[src/rtl/systolic_result_collector.sv]
// -----------------------------------------------------------------------------
// systolic_result_collector
//
// Captures the diagonally skewed results that leave the four output lanes of
// the 4x4 systolic array, de-skews them into a 16-entry row-major buffer and
// streams the 16 words out over a valid/ready interface.
//
// Optional feature macro: RESULT_QUANT_EN
//   defined   : each captured element is arithmetically shifted right by the
//               shift amount latched at start, clamped to [-128, 127] and
//               stored sign-extended; sat_flag records any clamp in the batch.
//   undefined : raw 32-bit lane values are stored; shift is ignored and
//               sat_flag is tied low.
//
// Ports
//   clk        in   system clock, rising edge
//   rst_n      in   asynchronous active-low reset
//   start      in   capture trigger, sampled only in IDLE
//   lane0..3   in   array output lanes, lane j carries column j
//   shift      in   requantization shift amount, latched at start
//   out_data   out  result word (registered)
//   out_index  out  row-major index 4*i+j of out_data (registered)
//   out_valid  out  out_data/out_index valid
//   out_ready  in   consumer takes the word on an edge with valid && ready
//   busy       out  high whenever not IDLE
//   done       out  one-cycle pulse after the last word transfers
//   sat_flag   out  sticky saturation indicator for the current batch
//
// Handshake: a word transfers on every rising edge where out_valid && out_ready.
// out_valid, out_data and out_index are registers; while out_valid is high and
// out_ready is low they hold their values. out_valid never depends
// combinationally on out_ready.
// -----------------------------------------------------------------------------
module systolic_result_collector (
   input  logic        clk,
   input  logic        rst_n,
   input  logic        start,
   input  logic [31:0] lane0,
   input  logic [31:0] lane1,
   input  logic [31:0] lane2,
   input  logic [31:0] lane3,
   input  logic [4:0]  shift,
   output logic [31:0] out_data,
   output logic [3:0]  out_index,
   output logic        out_valid,
   input  logic        out_ready,
   output logic        busy,
   output logic        done,
   output logic        sat_flag
);

   localparam logic [1:0] S_IDLE    = 2'd0;
   localparam logic [1:0] S_CAPTURE = 2'd1;
   localparam logic [1:0] S_DRAIN   = 2'd2;
   localparam logic [1:0] S_DONE    = 2'd3;

   logic [1:0]  state;
   logic [2:0]  count;
   logic [31:0] res_buf [16];
   logic [31:0] lane [4];
   logic [31:0] proc_val [4];
   logic [3:0]  proc_sat;
   logic [3:0]  wr_en;
   logic [3:0]  wr_addr [4];
   logic        start_acc;

   assign lane[0] = lane0;
   assign lane[1] = lane1;
   assign lane[2] = lane2;
   assign lane[3] = lane3;

   assign start_acc = (state == S_IDLE) && start;
   assign busy      = (state != S_IDLE);
   assign done      = (state == S_DONE);

   // Skew mapping: at count c, lane j holds row c-j of column j.
   always_comb begin
      for (int j = 0; j < 4; j++) begin
         logic [2:0] row;
         row        = count - 3'(j);
         wr_en[j]   = (state == S_CAPTURE) && (count >= 3'(j)) && (row <= 3'd3);
         wr_addr[j] = {row[1:0], 2'(j)};
      end
   end

`ifdef RESULT_QUANT_EN
   logic [4:0]         shift_q;
   logic signed [31:0] shifted [4];

   always_comb begin
      for (int j = 0; j < 4; j++) begin
         shifted[j] = $signed(lane[j]) >>> shift_q;
         if (shifted[j] > 32'sd127) begin
            proc_val[j] = 32'h0000_007F;
            proc_sat[j] = 1'b1;
         end else if (shifted[j] < -32'sd128) begin
            proc_val[j] = 32'hFFFF_FF80;
            proc_sat[j] = 1'b1;
         end else begin
            proc_val[j] = shifted[j];
            proc_sat[j] = 1'b0;
         end
      end
   end

   always_ff @(posedge clk or negedge rst_n) begin
      if (!rst_n) begin
         shift_q  <= 5'd0;
         sat_flag <= 1'b0;
      end else if (start_acc) begin
         shift_q  <= shift;
         sat_flag <= 1'b0;
      end else if (|(wr_en & proc_sat)) begin
         sat_flag <= 1'b1;
      end
   end
`else
   logic unused_shift;

   assign unused_shift = ^shift;
   assign sat_flag     = 1'b0;

   always_comb begin
      for (int j = 0; j < 4; j++) begin
         proc_val[j] = lane[j];
         proc_sat[j] = 1'b0;
      end
   end
`endif

   always_ff @(posedge clk or negedge rst_n) begin
      if (!rst_n) begin
         for (int k = 0; k < 16; k++) res_buf[k] <= 32'd0;
      end else begin
         for (int j = 0; j < 4; j++) begin
            if (wr_en[j]) res_buf[wr_addr[j]] <= proc_val[j];
         end
      end
   end

   always_ff @(posedge clk or negedge rst_n) begin
      if (!rst_n) begin
         state     <= S_IDLE;
         count     <= 3'd0;
         out_valid <= 1'b0;
         out_data  <= 32'd0;
         out_index <= 4'd0;
      end else begin
         case (state)
            S_IDLE: begin
               if (start) begin
                  state <= S_CAPTURE;
                  count <= 3'd0;
               end
            end
            S_CAPTURE: begin
               if (count == 3'd6) begin
                  // Entry 0 was written at count 0, so it is already final here.
                  state     <= S_DRAIN;
                  out_valid <= 1'b1;
                  out_index <= 4'd0;
                  out_data  <= res_buf[0];
               end else begin
                  count <= count + 3'd1;
               end
            end
            S_DRAIN: begin
               if (out_valid && out_ready) begin
                  if (out_index == 4'd15) begin
                     out_valid <= 1'b0;
                     state     <= S_DONE;
                  end else begin
                     out_index <= out_index + 4'd1;
                     out_data  <= res_buf[out_index + 4'd1];
                  end
               end
            end
            default: begin
               state <= S_IDLE;
            end
         endcase
      end
   end

endmodule
[config.mk]
export PLATFORM = sky130hd
export DESIGN_NAME = systolic_result_collector
export DESIGN_NICKNAME = d
export VERILOG_FILES = /design/src/rtl/systolic_result_collector.sv
export SDC_FILE = /design/constraint.sdc
export NUM_CORES = 1
export LEC_CHECK = 0
export CAP_MARGIN = 40
export CORE_ASPECT_RATIO = 1.1
export CORE_MARGIN = 2
export CORE_UTILIZATION = 50
export DETAILED_ROUTE_END_ITERATION = 16
export GPL_TIMING_DRIVEN = 0
export PLACE_DENSITY = 0.76
export SYNTH_ARGS = -nofsm -noshare
export SYNTH_HDL_FRONTEND = slang
export SYNTH_SLANG_ARGS = --single-unit
[constraint.sdc]
create_clock -name clk -period 3.7 [get_ports clk]
set_input_delay 0.37 -clock clk [delete_from_list [all_inputs] [get_ports clk]]
set_output_delay 0.37 -clock clk [all_outputs]
set_load 0.005 [all_outputs]
==> results.md <==
- Status: finished clean
- Final period util: 0.8920
- Worst Tran Pin Value: 0.9080 ns
- Starting Density: 0.5076
- Largest net degree at the start of global routing: 129
- Most frequent cells in the layout: dfrtp_1, mux2_2, clkdlybuf4s50_1
- Crit start category: flop
- Worst-path cell with the longest stage delay: clkbuf_1
- Number of synthesized flops with an enable pin: 0
- Worst setup path class: reg -> reg
- Top FF cell, synth: dfrtp_1
- DP Wirelength: 55210 µm
- Commonest non-fill, non-tap cell in the layout: dfrtp_1
- Most Frequent Cell on Critical Path: buf_2
- Sequential element share of the synthesized area: 0.5447
- DR pass1 iterations: 8
- Comb pwr share: 0.389
- CTS clk-pin slew, worst paths: 0.06 ns
- Final hold vios: 0
- Port-buffer cells: 170
- Yosys warning count: 0
- Cell Area, Synth: 25450 µm²
- Crit path largest cell delay: 0.72 ns
- Sequential share of power: 0.390
- Sw frac: 0.3335
- CTS tree: built
- RSZ-0062 raised after global routing: false
- HP Class: in -> async
- CTS sink cnt: 554
- CTS buffer count: 55
- Max Cap Viol: 0
- Via count: 17080
- Post-layout net count: 2013
- Sw power: 9.217 mW
- Total track usage: 0.3308
- Die height: 240.6 µm
- Final Setup Violations: 0
- ANT cells: 0
- Post-DR wirelength/cell: 33.26 µm
- Clk_lat worst skew: 0.63 ns
- Cell Chain, Critical Path: buf_2 > inv_1 > ha_1 > buf_2 > and3_1 > o2111ai_1 > clkbuf_1 > o31ai_1
- First-pass GRT wire length: 122200 µm
- Synth top area cells: dfrtp_1, mux2_2, mux4_2
- Multi-input gate area: 10880 µm²
- Pint: 18.42 mW
- Root Buffer: clkbuf_16
- Post-CTS setup buffers: 0
- Critical Path RT: 4.17 ns
- Register area: 13860 µm²
- Layout cell share with drive strength beyond 1: 0.3849
- Vias per cell: 6.655
- Core area: 50140 µm²
- Die ar.: 52720 µm²
- ANT nets after route: 0
- Gr ovfl total: 0
- Area grow syn2layout: 18.36%
- Slew HR: 0.3946
- Cts hold-fix bufs: 1
- Fin Setup TNS: 0 ns
- Worst R2R Path Depth: 8
- Die width: 219.1 µm
- Placed cell count: 2464
- Syn Inst Count: 1626
- Residual DRC: 0
- Top cell type's share of synthesized area: 0.5447
- Pins Over Slew Limit: 0
- Area leader, netlist: dfrtp_1
- Final std cells w/o fill: 2567
- Leak pwr: 12.32 nW
- CP max FO: 10
- # fillers: 3810
- Async S/R FF share, synth: 1.000
- Rows: 86
- Initial DRC Count: 1746
- Setup Skew: 0.01925 ns
- Power Density: 917.3 nW/µm²
- Clk network pwr share: 0.221
- IR drop worst, VDD: 0.4326 mV
- Routability cong.: 0.8880
- Routed WL: 85390 µm
- Arr. time, crit path: 3.77 ns
- Cts repair resizes: 0
- Worst Setup End Kind: flop
- Ports: 177
- Yosys cell types: 53
- #FFs+latches synth: 554
- Maximum clock insertion buffer count: 3
- Vias in the first global route: 17950
- Syn Nets: 1777
- Fmax: 0.3030 GHz
- Initial antenna violation count: 0
- Syn_area_per_cell: 15.65 µm²
- Minimum clock period: 3.300 ns
- H-tree depth: 2
[cell type report]
cell class | count | area share
well taps | 660 | 0.02741
multi-input cells | 941 | 0.3611
plain buffers | 124 | 0.02272
clock buffers | 75 | 0.05283
clock inverters | 27 | 0.01275
inverters | 7 | 0.0008722
repair buffers | 179 | 0.06214
flip-flops and latches | 554 | 0.4602
[power groups by stage]
stage	clock network, mW	registers [mW]	logic, mW
finish	6.11	10.8	10.7
global route	6.39	11.0	11.2
CTS	6.13	10.7	10.6
detailed placement	0	10.8	10.6
global placement	0	10.6	10.1
floorplan	0	10.1	7.54
[stage by stage]
stage | instance area [µm²] | utilization | worst slack, ns | total power [mW] | hold slack (ns)
floorplan | 25450 | - | 1.516 | 17.66 | 0.07441
global placement | 27980 | 0.5580 | -21.36 | 20.77 | 0.4616
detailed placement | 28140 | 0.5612 | 0.5428 | 21.31 | 0.4253
CTS | 30120 | 0.6008 | 0.5498 | 27.42 | 0.3640
global route | 30120 | 0.6008 | 0.4477 | 28.68 | 0.4030
finish | 30120 | 0.6008 | 0.3997 | 27.63 | 0.3476
[synth_stat cells, types with 4 or more instances]
| master | n |
|---|---|
| buf_2 | 63 |
| mux2_2 | 394 |
| o211ai_2 | 4 |
| nand2_1 | 10 |
| a32o_1 | 32 |
| nor2_1 | 9 |
| ha_1 | 14 |
| mux2_1 | 121 |
| nor2b_1 | 32 |
| o31ai_1 | 32 |
| clkbuf_1 | 24 |
| and2b_1 | 4 |
| dfrtp_1 | 554 |
| o22ai_1 | 32 |
| o21ai_0 | 7 |
| nand3_1 | 6 |
| buf_4 | 29 |
| a31oi_1 | 32 |
| mux4_2 | 128 |
| and2_1 | 4 |
| a22o_1 | 4 |
| a211oi_1 | 31 |
| a21oi_1 | 6 |
| nand2b_1 | 7 |
| inv_1 | 7 |
[final timing paths]
check | from | end | slack, ns
setup / recovery | count[0] | out_data[14] | 0.40
hold / removal | rst_n | res_buf[280] | 0.35
setup reg to reg | count[0] | out_data[14] | 0.40
hold reg to reg | res_buf[169] | res_buf[169] | 0.49
max in group asynchronous | rst_n | res_buf[496] | 1.28
min in group clk | lane2[1] | res_buf[33] | 0.44
[flip-flops by register name (all words and copies together) (netlist names)]
name	count
out_valid	1
out_data	32
count	3
res_buf	512
out_index	4
state	2
[per-layer routing]
layer	share of wire	global-route usage
met1	0.37	0.4143
met2	0.47	0.5233
met3	0.10	0.08431
met4	0.066	0.1949
met5	0	0
[cells by family after synthesis]
kind of cell / share of synthesized area
compound gates: 0.05860
xor+xnor: 0.001328
fa+ha+maj: 0.006883
buf+inv: 0.02792
flops: 0.5447
mux: 0.3419
other cells: 0.0001473
simple gates: 0.01848
[worst max-delay path: cells and delay by family, from the launching register on]
family / cells / cell delay (ns)
adder cells (fa/ha/maj): 1 / 0.22
buffers and inverters: 4 / 1.34
AO/OA/AOI/OAI: 2 / 0.88
flip-flops: 1 / 0.49
AND/OR/NAND/NOR: 1 / 0.24
(Power assumes the default switching activity.)
